**config.mk**
```make
export PLATFORM = sky130hd
export DESIGN_NAME = frog_motion_ctrl_flat
export DESIGN_NICKNAME = d
export VERILOG_FILES = /design/src/rtl/frog_motion_ctrl_if.sv /design/src/rtl/frog_motion_ctrl.sv /design/src/flat_wrapper.sv
export SDC_FILE = /design/constraint.sdc
export NUM_CORES = 1
export LEC_CHECK = 0
export ABC_CLOCK_PERIOD_IN_PS = 7100
export CAP_MARGIN = 15
export CORE_ASPECT_RATIO = 0.9
export CORE_MARGIN = 1
export CORE_UTILIZATION = 34
export CTS_CLUSTER_SIZE = 24
export DETAILED_ROUTE_END_ITERATION = 6
export PLACE_DENSITY = 0.53
export SLEW_MARGIN = 20
export SYNTH_ARGS = -nofsm -noshare
export SYNTH_HDL_FRONTEND = slang
export SYNTH_SLANG_ARGS = --single-unit
```
**constraint.sdc**
```tcl
create_clock -name clk -period 7.1 [get_ports clk]
set_clock_uncertainty 0.1 [all_clocks]
set_input_delay 1.42 -clock clk [delete_from_list [all_inputs] [get_ports clk]]
set_output_delay 1.42 -clock clk [all_outputs]
set_load 0.1 [all_outputs]
```
**src/rtl/frog_motion_ctrl_if.sv**
```systemverilog
// Frame-tick, button, respawn and scan inputs plus frog position/pixel outputs
// shared between frog_motion_ctrl (slave) and whatever drives it (master).
interface frog_motion_ctrl_if;
  logic       update;
  logic       up;
  logic       down;
  logic       left;
  logic       right;
  logic       respawn;
  logic [9:0] xCount;
  logic [9:0] yCount;
  logic       frog;
  logic [9:0] frog_x;
  logic [9:0] frog_y;
  logic [7:0] hop_count;

  modport master (
    output update, up, down, left, right, respawn, xCount, yCount,
    input  frog, frog_x, frog_y, hop_count
  );

  modport slave (
    input  update, up, down, left, right, respawn, xCount, yCount,
    output frog, frog_x, frog_y, hop_count
  );
endinterface

```
**src/rtl/frog_motion_ctrl.sv**
```systemverilog
// Frog movement: per-frame button debounce, one clamped lane hop per press, cooldown, pixel output.
// Optional FROG_AUTOREPEAT_EN: re-hop every REPEAT_FRM frames while a direction stays held.
module frog_motion_ctrl #(
  parameter int unsigned STEP         = 25,
  parameter int unsigned FROG_SIZE    = 20,
  parameter int unsigned START_X      = 310,
  parameter int unsigned START_Y      = 445,
  parameter int unsigned DEBOUNCE_FRM = 2,
  parameter int unsigned COOLDOWN_FRM = 4
`ifdef FROG_AUTOREPEAT_EN
  ,
  parameter int unsigned REPEAT_FRM   = 8
`endif
) (
  input logic               clk,
  input logic               rst,
  frog_motion_ctrl_if.slave bus
);
  localparam int unsigned DBW = $clog2(DEBOUNCE_FRM + 1);
  localparam int unsigned CW  = $clog2(COOLDOWN_FRM + 1);

  localparam logic [DBW-1:0] DB_MAX    = DBW'(DEBOUNCE_FRM);
  localparam logic [DBW-1:0] DB_PRE    = DBW'(DEBOUNCE_FRM - 1);
  localparam logic [CW-1:0]  COOL_LOAD = CW'(COOLDOWN_FRM);

  localparam logic [10:0] STEP_W  = 11'(STEP);
  localparam logic [10:0] SIZE_W  = 11'(FROG_SIZE);
  localparam logic [10:0] EDGE_LO = 11'd15;
  localparam logic [10:0] LO_LIM  = 11'(15 + STEP);
  localparam logic [10:0] Y_MAX   = 11'(465 - FROG_SIZE);
  localparam logic [10:0] X_MAX   = 11'(630 - FROG_SIZE);
  localparam logic [9:0]  X0      = 10'(START_X);
  localparam logic [9:0]  Y0      = 10'(START_Y);

  typedef enum logic {READY, COOL} state_t;

  state_t               state, state_n;
  logic [CW-1:0]        cool_cnt, cool_n;
  logic [3:0][DBW-1:0]  db_cnt;
  logic [3:0]           pressed;
  logic [3:0]           ev;
  logic [3:0]           hop_sel;
  logic                 hop_req;
  logic                 hop_go;
  logic [9:0]           pos_x, pos_y, x_n, y_n;
  logic [10:0]          xw, yw, scan_x, scan_y;
  logic [7:0]           hops;
  logic                 frog_q;

  // Bit order is also hop priority: up, down, left, right.
  assign pressed = {bus.right, bus.left, bus.down, bus.up};
  assign xw      = {1'b0, pos_x};
  assign yw      = {1'b0, pos_y};
  assign scan_x  = {1'b0, bus.xCount};
  assign scan_y  = {1'b0, bus.yCount};

  // A press event is the update on which the counter reaches DB_MAX.
  always_comb begin
    ev = '0;
    for (int unsigned i = 0; i < 4; i++) begin
      ev[i] = pressed[i] && (db_cnt[i] == DB_PRE);
    end
  end

  always_ff @(posedge clk) begin
    if (rst || bus.respawn) begin
      db_cnt <= '0;
    end else if (bus.update) begin
      for (int unsigned i = 0; i < 4; i++) begin
        if (!pressed[i])                db_cnt[i] <= '0;
        else if (db_cnt[i] != DB_MAX)   db_cnt[i] <= db_cnt[i] + 1'b1;
      end
    end
  end

`ifdef FROG_AUTOREPEAT_EN
  localparam int unsigned         RW       = $clog2(REPEAT_FRM + 1);
  localparam logic [RW-1:0]       REP_LOAD = RW'(REPEAT_FRM);

  logic [RW-1:0] rep_cnt;
  logic [3:0]    stable;

  always_comb begin
    stable = '0;
    for (int unsigned i = 0; i < 4; i++) begin
      stable[i] = pressed[i] && (db_cnt[i] == DB_MAX);
    end
  end

  // rep_cnt parks at 1 while cooldown is still running, so cooldown bounds the spacing.
  assign hop_req = (|ev) || ((rep_cnt == RW'(1)) && (|stable));
  assign hop_sel = (|ev) ? ev : stable;

  always_ff @(posedge clk) begin
    if (rst || bus.respawn) begin
      rep_cnt <= '0;
    end else if (bus.update) begin
      if (hop_go)                  rep_cnt <= REP_LOAD;
      else if (!(|stable))         rep_cnt <= '0;
      else if (rep_cnt > RW'(1))   rep_cnt <= rep_cnt - 1'b1;
    end
  end
`else
  assign hop_req = |ev;
  assign hop_sel = ev;
`endif

  always_ff @(posedge clk) begin
    if (rst) begin
      state    <= READY;
      cool_cnt <= '0;
    end else begin
      state    <= state_n;
      cool_cnt <= cool_n;
    end
  end

  always_comb begin
    state_n = state;
    cool_n  = cool_cnt;
    hop_go  = 1'b0;
    if (bus.respawn) begin
      state_n = READY;
      cool_n  = '0;
    end else if (bus.update) begin
      case (state)
        READY: begin
          if (hop_req) begin
            hop_go  = 1'b1;
            state_n = COOL;
            cool_n  = COOL_LOAD;
          end
        end
        COOL: begin
          if (cool_cnt <= CW'(1)) state_n = READY;
          else                    cool_n  = cool_cnt - 1'b1;
        end
      endcase
    end
  end

  // Compare before stepping so the 10-bit position never wraps at an edge.
  always_comb begin
    x_n = pos_x;
    y_n = pos_y;
    if (hop_sel[0])      y_n = (yw >= LO_LIM)          ? 10'(yw - STEP_W) : 10'(EDGE_LO);
    else if (hop_sel[1]) y_n = (yw + STEP_W <= Y_MAX)  ? 10'(yw + STEP_W) : 10'(Y_MAX);
    else if (hop_sel[2]) x_n = (xw >= LO_LIM)          ? 10'(xw - STEP_W) : 10'(EDGE_LO);
    else if (hop_sel[3]) x_n = (xw + STEP_W <= X_MAX)  ? 10'(xw + STEP_W) : 10'(X_MAX);
  end

  always_ff @(posedge clk) begin
    if (rst || bus.respawn) begin
      pos_x <= X0;
      pos_y <= Y0;
      hops  <= '0;
    end else if (hop_go) begin
      pos_x <= x_n;
      pos_y <= y_n;
      if (hops != '1) hops <= hops + 1'b1;
    end
  end

  always_ff @(posedge clk) begin
    if (rst) frog_q <= 1'b0;
    else     frog_q <= (scan_x >= xw) && (scan_x < xw + SIZE_W) &&
                       (scan_y >= yw) && (scan_y < yw + SIZE_W);
  end

  assign bus.frog      = frog_q;
  assign bus.frog_x    = pos_x;
  assign bus.frog_y    = pos_y;
  assign bus.hop_count = hops;
endmodule
```
**src/flat_wrapper.sv**
```systemverilog
// flat-port wrapper written by rule: the top's interface ports become plain ports
module frog_motion_ctrl_flat 
#(
  parameter int unsigned STEP         = 25,
  parameter int unsigned FROG_SIZE    = 20,
  parameter int unsigned START_X      = 310,
  parameter int unsigned START_Y      = 445,
  parameter int unsigned DEBOUNCE_FRM = 2,
  parameter int unsigned COOLDOWN_FRM = 4

)
  (clk, rst, bus_update, bus_up, bus_down, bus_left, bus_right, bus_respawn, bus_xCount, bus_yCount, bus_frog, bus_frog_x, bus_frog_y, bus_hop_count);
  frog_motion_ctrl_if bus_i ();
  input logic clk;
  input logic rst;
  input wire logic [$bits(bus_i.update)-1:0] bus_update;
  input wire logic [$bits(bus_i.up)-1:0] bus_up;
  input wire logic [$bits(bus_i.down)-1:0] bus_down;
  input wire logic [$bits(bus_i.left)-1:0] bus_left;
  input wire logic [$bits(bus_i.right)-1:0] bus_right;
  input wire logic [$bits(bus_i.respawn)-1:0] bus_respawn;
  input wire logic [$bits(bus_i.xCount)-1:0] bus_xCount;
  input wire logic [$bits(bus_i.yCount)-1:0] bus_yCount;
  output wire logic [$bits(bus_i.frog)-1:0] bus_frog;
  output wire logic [$bits(bus_i.frog_x)-1:0] bus_frog_x;
  output wire logic [$bits(bus_i.frog_y)-1:0] bus_frog_y;
  output wire logic [$bits(bus_i.hop_count)-1:0] bus_hop_count;
  assign bus_i.update = bus_update;
  assign bus_i.up = bus_up;
  assign bus_i.down = bus_down;
  assign bus_i.left = bus_left;
  assign bus_i.right = bus_right;
  assign bus_i.respawn = bus_respawn;
  assign bus_i.xCount = bus_xCount;
  assign bus_i.yCount = bus_yCount;
  assign bus_frog = bus_i.frog;
  assign bus_frog_x = bus_i.frog_x;
  assign bus_frog_y = bus_i.frog_y;
  assign bus_hop_count = bus_i.hop_count;
  frog_motion_ctrl #(.STEP(STEP), .FROG_SIZE(FROG_SIZE), .START_X(START_X), .START_Y(START_Y), .DEBOUNCE_FRM(DEBOUNCE_FRM), .COOLDOWN_FRM(COOLDOWN_FRM)) u_core (.clk(clk), .rst(rst), .bus(bus_i));
endmodule
```
==> impl_metrics.json <==
{
  "dominantRegCellSynth": "dfxtp_1",
  "slowest_delay_ps": 1250,
  "synth_top_cells_by_count": "ha_1 (59), nor2_1 (46), a21oi_1 (44)",
  "syn_to_final_growth_pct": 19.3,
  "die_h_um": 106,
  "diodes": 0,
  "cts.sinks": 41,
  "slew_violations": 0,
  "via_per_inst": 5.50,
  "yosysTopAreaCell": "dfxtp_1",
  "reg2reg_depth": 8,
  "cts_tree": "built",
  "grt_usage": 0.183,
  "synth_area_per_cell_um2": 7.73,
  "cts_max_level": 2,
  "rows": 37,
  "core_area_um2": 11600,
  "hold_viol": 0,
  "ir_drop_uv": 112,
  "hpwlAfterDp_mm": 8.36,
  "grt_max_degree": 32,
  "endpoint_kind": "output port",
  "antenna_found_initial": 0,
  "min_to": "u_core.db_cnt[7]",
  "crit_family": "buffers and inverters",
  "cp.arrival_ps": 2280,
  "wl_mm": 11.1,
  "yosysWarningCount": 0,
  "worstPathCellList": "clkdlybuf4s50_1",
  "synth_area_leaders": "dfxtp_1 (20%), ha_1 (18%), a21oi_1 (5.4%), xnor2_1 (4.9%), nor2_1 (4.2%)",
  "drive_gt1_frac": 0.0439,
  "ys_seq_area_frac": 0.200,
  "synth_edf_count": 0,
  "num-nets-final": 655,
  "finalSetupViolCount": 0,
  "clock-root-buffer": "clkbuf_16",
  "yosysMostFrequentCell": "ha_1",
  "start_kind": "flop",
  "cts_made_buffers": 5,
  "yosys.area.top_type_share": 0.200,
  "worst-setup-path-type": "reg -> out",
  "power.static_leakage_nw": 1.88,
  "overflow": 0,
  "drtIter0Drc": 223,
  "grt_pass1_wl_mm": 18.8,
  "clock_latency_ps": 290,
  "num_io_pins": 57,
  "numPortBuffers": 56,
  "grt_setup_unrepaired": "false",
  "p_total_mw": 0.575,
  "reg2reg_slack_ps": 4010,
  "p_per_area_nw_per_um2": 117,
  "post_cts_buffers": 0,
  "grt_pass1_vias": 3922,
  "clk_pin_slew_worst_paths_ps": 60,
  "slew-limit-headroom": 0.344,
  "place.gp.congestion": 0.816,
  "via_count": 3989,
  "cts_max_path_buffers": 2,
  "ctsHoldBuffers": 0,
  "final.setup.tns_ps": 0,
  "syn-num-nets": 618,
  "cts_resized": 0,
  "required_ps": 5580,
  "drtPass1Iterations": 4,
  "netlist_area_um2": 4100,
  "hp-class": "reg -> reg",
  "crit_fanout": 17,
  "min_period_ps": 3800,
  "async_flop_share": 0,
  "wl_per_cell_um": 15.3,
  "reg2reg_from": "u_core.bus.frog_x[3]",
  "syn_inst": 531,
  "start_util": 0.354,
  "synth_seq_cells": 41,
  "drtAntennaViolNets": 0,
  "chipWidth_um": 118,
  "dieArea_um2": 12500,
  "fmax_mhz": 263,
  "holdPathStages": 2,
  "cp.buffers_inverters": 1,
  "synth.distinct_cells": 72,
  "max_slew.worst_pin.slew_ps": 981,
  "hold_start": "u_core.db_cnt[7]",
  "drc_errors": 0,
  "startpoint": "u_core.bus.frog_x[3]",
  "crit_slowest_cell": "clkdlybuf4s50_1",
  "post-route-period-util": 0.535,
  "status": "finished clean",
  "r2r_end": "u_core.bus.frog_x[4]",
  "drv_cap": 0
}
[final cells by class]
class / instances / area, µm²
fillers: 1213 / 6680
multi-input cells: 421 / 2990
flip-flops and latches: 41 / 821
repair buffers: 57 / 568
well taps: 156 / 195
inverters: 42 / 158
clock buffers: 6 / 129
clock inverters: 2 / 38.8
[worst max-delay path by stage]
stage,to,slack [ps],depth (start not counted)
2_1_floorplan,u_core.bus.frog_x[4],3740,9
3_3_place_gp,u_core.bus.frog_y[0],3080,6
3_5_place_dp,u_core.bus.frog_y[0],3030,6
4_1_cts,bus_frog_x[9],3300,1
5_1_grt,u_core.bus.frog_y[4],3100,6
6_report,bus_frog_x[3],3300,1
[metal layers]
| metal | part of all wire | vias to the layer above | GRT usage |
|---|---|---|---|
| met5 | 0 | - | 0 |
| li1 | - | 2019 | - |
| met2 | 0.45 | 101 | 0.301 |
| met4 | 0.0064 | 0 | 0.0403 |
| met1 | 0.49 | 1862 | 0.250 |
| met3 | 0.056 | 7 | 0.0300 |
[state kept, by name, summed over array words and instances, names as in the netlist]
name / count
u_core.bus.frog: 1
u_core.db_cnt: 8
u_core.bus.frog_y: 10
u_core.cool_cnt: 3
u_core.state: 1
u_core.bus.frog_x: 10
u_core.bus.hop_count: 8
[stage by stage]
| stage | setup WS [ps] | utilization | hold WS (ps) | area [µm²] | std cells |
|---|---|---|---|---|---|
| detailed placement | 3030 | 0.409 | 415 | 4730 | 717 |
| floorplan | 3740 | - | 381 | 4100 | 531 |
| global route | 3100 | 0.423 | 456 | 4900 | 725 |
| finish | 3300 | 0.423 | 425 | 4900 | 725 |
| global placement | 3080 | 0.409 | 407 | 4730 | 717 |
| CTS | 3300 | 0.423 | 429 | 4900 | 725 |
[cell families (layout without fill, tap and decap cells)]
logic type | count (synthesis) | count (layout) | synth area share
mux | 2 | 2 | 0.00488
simple gates | 165 | 165 | 0.201
buf+inv | 69 | 107 | 0.0720
xor+xnor | 28 | 28 | 0.0598
fa+ha+maj | 59 | 59 | 0.180
flops | 41 | 41 | 0.200
compound gates | 167 | 167 | 0.282
[layout by cell type, fill, tap and decap left out, drive strengths merged, types with 4 or more instances in the layout]
master | synthesis | layout
xnor2 | 23 | 23
nand4 | 7 | 7
o2111ai | 4 | 4
inv | 40 | 40
a21oi | 45 | 45
a311oi | 4 | 4
clkdlybuf4s50 | 0 | 56
nor3 | 15 | 15
a31oi | 9 | 9
clkbuf | 9 | 6
xor2 | 5 | 5
ha | 59 | 59
dfxtp | 41 | 41
a22oi | 4 | 4
nor2 | 47 | 47
nand3 | 17 | 17
a211oi | 6 | 6
or3 | 9 | 9
a221oi | 4 | 4
o21a | 4 | 4
o211ai | 5 | 5
nand2 | 43 | 43
nand2b | 6 | 6
and3 | 4 | 4
a21o | 10 | 10
o21ai | 37 | 37
o22ai | 4 | 4
a211o | 4 | 4
[power breakdown]
group	internal [mW]	switching, mW
registers	0.232	0.00276
logic	0.0339	0.0396
clock network	0.167	0.0998
total	0.432	0.142
No activity file was read; power rests on OpenSTA's default activity.
